[src/rtl/pipeline_ctrl.sv]
// pipeline_ctrl
// Consumer end of the hazard-unit handshake. Turns freeze/flush requests and
// the cache hit signals into PC and pipeline-latch enable/bubble controls,
// tracks a valid bit per latch and sequences processor halt.
//
// Optional build macro: PIPE_PERF_CNT_EN adds the stall_cnt output and a
// saturating stall-cycle counter of width CNT_W.
//
// Ports:
//   CLK        system clock, all state updates on rising edge
//   nRST       synchronous active-low reset
//   ihit       instruction fetch returned this cycle
//   dhit       data access completed this cycle
//   freeze     hazard_unit load-use stall request
//   flush      hazard_unit branch/jump redirect
//   mem_dREN   EX/MEM latch holds a load
//   mem_dWEN   EX/MEM latch holds a store
//   mem_halt   EX/MEM latch holds HALT
//   pc_en      PC register load enable
//   ifid_en, idex_en, exmem_en, memwb_en   latch load enables
//   ifid_bub, idex_bub                     load a NOP into that latch
//   valid      [0]=IF/ID .. [3]=MEM/WB valid bits
//   mem_req    EX/MEM holds a valid load/store
//   halted     processor halted (registered)
//   stall_cnt  saturating stall-cycle count (PIPE_PERF_CNT_EN only)
//
// state  | meaning
// -------+-----------------------------------------------------------
// RUN    | normal operation, hazard priority dstall > flush > freeze > ~ihit
// HALTED | HALT reached MEM/WB; everything frozen until reset

module pipeline_ctrl #(
    parameter int CNT_W = 16
) (
    input  logic             CLK,
    input  logic             nRST,
    input  logic             ihit,
    input  logic             dhit,
    input  logic             freeze,
    input  logic             flush,
    input  logic             mem_dREN,
    input  logic             mem_dWEN,
    input  logic             mem_halt,
    output logic             pc_en,
    output logic             ifid_en,
    output logic             idex_en,
    output logic             exmem_en,
    output logic             memwb_en,
    output logic             ifid_bub,
    output logic             idex_bub,
    output logic [3:0]       valid,
    output logic             mem_req,
    output logic             halted
`ifdef PIPE_PERF_CNT_EN
    ,
    output logic [CNT_W-1:0] stall_cnt
`endif
);

    typedef enum logic {
        RUN    = 1'b0,
        HALTED = 1'b1
    } state_t;

    state_t     state_q, state_d;
    logic [3:0] valid_q, valid_d;
    logic       dstall;

    assign mem_req = valid_q[2] & (mem_dREN | mem_dWEN);
    assign dstall  = mem_req & ~dhit;
    assign valid   = valid_q;
    assign halted  = (state_q == HALTED);

    always_ff @(posedge CLK) begin
        if (!nRST) begin
            state_q <= RUN;
            valid_q <= 4'b0000;
        end else begin
            state_q <= state_d;
            valid_q <= valid_d;
        end
    end

    always_comb begin
        state_d  = state_q;
        valid_d  = valid_q;
        pc_en    = 1'b0;
        ifid_en  = 1'b0;
        idex_en  = 1'b0;
        exmem_en = 1'b0;
        memwb_en = 1'b0;
        ifid_bub = 1'b0;
        idex_bub = 1'b0;

        if (nRST && state_q == RUN) begin
            if (dstall) begin
                // whole pipe holds; nothing moves, so a HALT in MEM waits too
                valid_d = valid_q;
            end else begin
                exmem_en = 1'b1;
                memwb_en = 1'b1;
                if (flush) begin
                    pc_en    = 1'b1;
                    ifid_en  = 1'b1;
                    idex_en  = 1'b1;
                    ifid_bub = 1'b1;
                    idex_bub = 1'b1;
                    valid_d  = {valid_q[2], valid_q[1], 1'b0, 1'b0};
                end else if (freeze) begin
                    // IF/ID and PC hold the dependent instruction; bubble into EX
                    idex_en  = 1'b1;
                    idex_bub = 1'b1;
                    valid_d  = {valid_q[2], valid_q[1], 1'b0, valid_q[0]};
                end else if (!ihit) begin
                    ifid_en  = 1'b1;
                    idex_en  = 1'b1;
                    ifid_bub = 1'b1;
                    valid_d  = {valid_q[2:0], 1'b0};
                end else begin
                    pc_en   = 1'b1;
                    ifid_en = 1'b1;
                    idex_en = 1'b1;
                    valid_d = {valid_q[2:0], 1'b1};
                end
                // EX/MEM always advances into MEM/WB when not data-stalled
                if (valid_q[2] && mem_halt) begin
                    state_d = HALTED;
                end
            end
        end
    end

`ifdef PIPE_PERF_CNT_EN
    logic             cnt_inc;
    logic [CNT_W-1:0] cnt_q;

    assign cnt_inc = (state_q == RUN) & (dstall | freeze | ~ihit);

    always_ff @(posedge CLK) begin
        if (!nRST) begin
            cnt_q <= '0;
        end else if (cnt_inc && cnt_q != {CNT_W{1'b1}}) begin
            cnt_q <= cnt_q + 1'b1;
        end
    end

    assign stall_cnt = cnt_q;
`else
    logic [CNT_W-1:0] unused_stall_cnt;
    assign unused_stall_cnt = '0;
`endif

endmodule

[config.mk]
export PLATFORM = sky130hd
export DESIGN_NAME = pipeline_ctrl
export DESIGN_NICKNAME = d
export VERILOG_FILES = /design/src/rtl/pipeline_ctrl.sv
export SDC_FILE = /design/constraint.sdc
export NUM_CORES = 1
export LEC_CHECK = 0
export CELL_PAD_IN_SITES_DETAIL_PLACEMENT = 1
export CELL_PAD_IN_SITES_GLOBAL_PLACEMENT = 1
export CORE_MARGIN = 4
export CORE_UTILIZATION = 21
export CTS_CLUSTER_SIZE = 40
export DETAILED_ROUTE_END_ITERATION = 10
export PLACE_DENSITY_LB_ADDON = 0.12
export SKIP_CTS_REPAIR_TIMING = 1
export SYNTH_ARGS = -nofsm -noshare
export SYNTH_HDL_FRONTEND = slang
export SYNTH_SLANG_ARGS = --single-unit
export TNS_END_PERCENT = 1
[constraint.sdc]
create_clock -name CLK -period 2.4 [get_ports CLK]
set_input_delay 0.24 -clock CLK [delete_from_list [all_inputs] [get_ports CLK]]
set_output_delay 0.24 -clock CLK [all_outputs]
set_load 0.005 [all_outputs]
==> flow_metrics.env <==
export IMPL_required_ps=2160
export IMPL_die_y_um=44.0
export IMPL_place_inst=66
export IMPL_postRouteAntennaNets=0
export IMPL_ys_ff_latch=5
export IMPL_final_cell_area_um2=512
export IMPL_slowest_delay_ps=560
export IMPL_path_cells="clkdlybuf4s50_1 > and2b_1 > o21ai_4 > nor2_1 > clkdlybuf4s50_1"
export IMPL_cts_buffers=3
export IMPL_cp_max_fo=7
export IMPL_n_antenna_cell=0
export IMPL_grt_pass1_wl_mm=1.52
export IMPL_start_kind="input port"
export IMPL_nFillCells=153
export IMPL_status="complete, no violations"
export IMPL_dieWidth_um=44.0
export IMPL_slowest_stage="clkdlybuf4s50_1"
export IMPL_clk_root_buffer_cell="clkbuf_4"
export IMPL_cts_tree="yes"
export IMPL_multi_input_area_um2=139
export IMPL_cp_arrival_ps=1810
export IMPL_postRouteWirelength_um=886
export IMPL_netlist_instances=33
export IMPL_h_tree_depth=1
export IMPL_grt_pass1_vias=349
export IMPL_start_util=0.233
export IMPL_critPathMostFrequentCell="clkdlybuf4s50_1"
export IMPL_p_per_area_nw_per_um2=551
export IMPL_area_delta_synth_final_pct=87.6
export IMPL_drc=0
export IMPL_clk_pin_slew_ps=50
export IMPL_yosys_warnings=0
export IMPL_antenna_found_initial=0
export IMPL_dieArea_um2=1940
export IMPL_clk_latency_ps=250
export IMPL_vias_per_cell=4.50
export IMPL_synthesis_area_um2=273
export IMPL_clockBufferDepth=2
export IMPL_core_area_um2=1170
export IMPL_peakVddDrop_mv=0.362
export IMPL_firstDrtPassIters=2
export IMPL_grt_max_degree=8
export IMPL_max_clock_freq_mhz=489
export IMPL_slew_violations=0
export IMPL_finalNetCount=66
export IMPL_grt_use_total=0.109
export IMPL_final_cells=70
export IMPL_clkSinkCount=5
export IMPL_postSynthAreaPerCell_um2=8.27
export IMPL_relSlewSlack=0.830
export IMPL_fin_crit_ps=2050
export IMPL_synth_cell_types=16
export IMPL_hold_viol=0
export IMPL_power_leakage_nw=0.208
export IMPL_placed_area_um2=485
export IMPL_dp_hpwl_um=736
export IMPL_critPathKind="input port to output pin"
export IMPL_fin_setup_tns_ps=0
export IMPL_avgRoutedWirePerCell_um=12.7
export IMPL_io_pin_count=22
export IMPL_min_period_over_period=0.852
export IMPL_drtIter0Drc=2
export IMPL_cap_violations=0
export IMPL_finClkSkew_ps=8.33
export IMPL_port_buffers=21
export IMPL_hold_path_class="flop to flop"
export IMPL_gp_congestion=0.700
export IMPL_power_total_mw=0.282
export IMPL_via_count=315
export IMPL_synth_fp_nets=42
export IMPL_grt_overflow_total=0
export IMPL_seq_area_frac_synth=0.367
export IMPL_holdWs_ps=476
export IMPL_regArea_um2=100
export IMPL_worstMarginPinSlew_ps=254
export IMPL_end_kind="output pin"
export IMPL_rows=12
export IMPL_layout_drive_gt1_share=0.161
export IMPL_setup_viol=0
export IMPL_grt_setup_unrepaired="no"
## per-layer routing
| layer | vias up | wire length [um] | GRT usage |
|---|---|---|---|
| li1 | 157 | - | - |
| met1 | 140 | 366 | 0.124 |
| met2 | 16 | 410 | 0.166 |
| met3 | 2 | 88 | 0.0447 |
| met4 | 0 | 20 | 0.0723 |
| met5 | - | 0 | 0 |
## report_power, final
group	switching (mW)	total [mW]	internal, mW
clock	0.0375	0.101	0.0631
combinational	0.0323	0.0864	0.0541
sequential	0.00544	0.0948	0.0894
total	0.0753	0.282	0.207
## cell families (layout without fill, tap and decap cells)
family          count (synthesis)  count (layout)  share of synthesized area
buf+inv                         7              30                      0.124
simple gates                   11              11                      0.165
mux                             1               1                     0.0367
flops                           5               5                      0.367
compound gates                  9               9                      0.307
## metrics by stage
stage               worst slack [ps]   util
finish                           355  0.437
global route                     256  0.437
CTS                              349  0.437
detailed placement               349  0.415
global placement                 409  0.415
floorplan                       1240      -
## worst paths after layout
path                                from       end  slack [ps]  cells after the start
worst max-delay path                nRST     pc_en         350                      5
worst min-delay path            valid[3]  valid[3]         480                      2
worst max register to register  valid[2]    halted        1120                      4
worst min register to register  valid[3]  valid[3]         480                      2
## worst max-delay path: cells and delay by family
| family | cells | cell delay [ps] |
|---|---|---|
| AOI/OAI and AO/OA | 1 | 120 |
| and+or+nand+nor | 2 | 370 |
| buffers and inverters | 2 | 1080 |
## sequential cells by signal, indices dropped and copies added (netlist names)
signal  count
halted      1
valid       4
## synth_stat cells (all sizes together)
cell type / number / area share
nor2: 6 / 0.083
dfxtp: 5 / 0.37
inv: 5 / 0.069
nand2: 4 / 0.055
o21ai: 3 / 0.11
buf: 2 / 0.055
o221a: 2 / 0.083
a21oi: 1 / 0.018
a32o: 1 / 0.041
and2b: 1 / 0.028
mux2i: 1 / 0.037
o2111ai: 1 / 0.032
o22ai: 1 / 0.023
## area by class of cell
| class | instances | area share |
|---|---|---|
| inverters | 5 | 0.0367 |
| clock buffers | 4 | 0.0513 |
| flip-flops and latches | 5 | 0.196 |
| well taps | 14 | 0.0342 |
| multi-input cells | 21 | 0.271 |
| repair buffers | 21 | 0.411 |
## layout by cell type, fill, tap and decap left out, drive strengths merged
cell type,synthesis,layout
a21oi,1,1
a32o,1,1
and2b,1,1
clkbuf,0,4
clkdlybuf4s50,0,21
dfxtp,5,5
inv,5,5
mux2i,1,1
nand2,4,4
nor2,6,6
o2111ai,1,1
o21ai,3,3
o221a,2,2
o22ai,1,1
(Power assumes the default switching activity.)
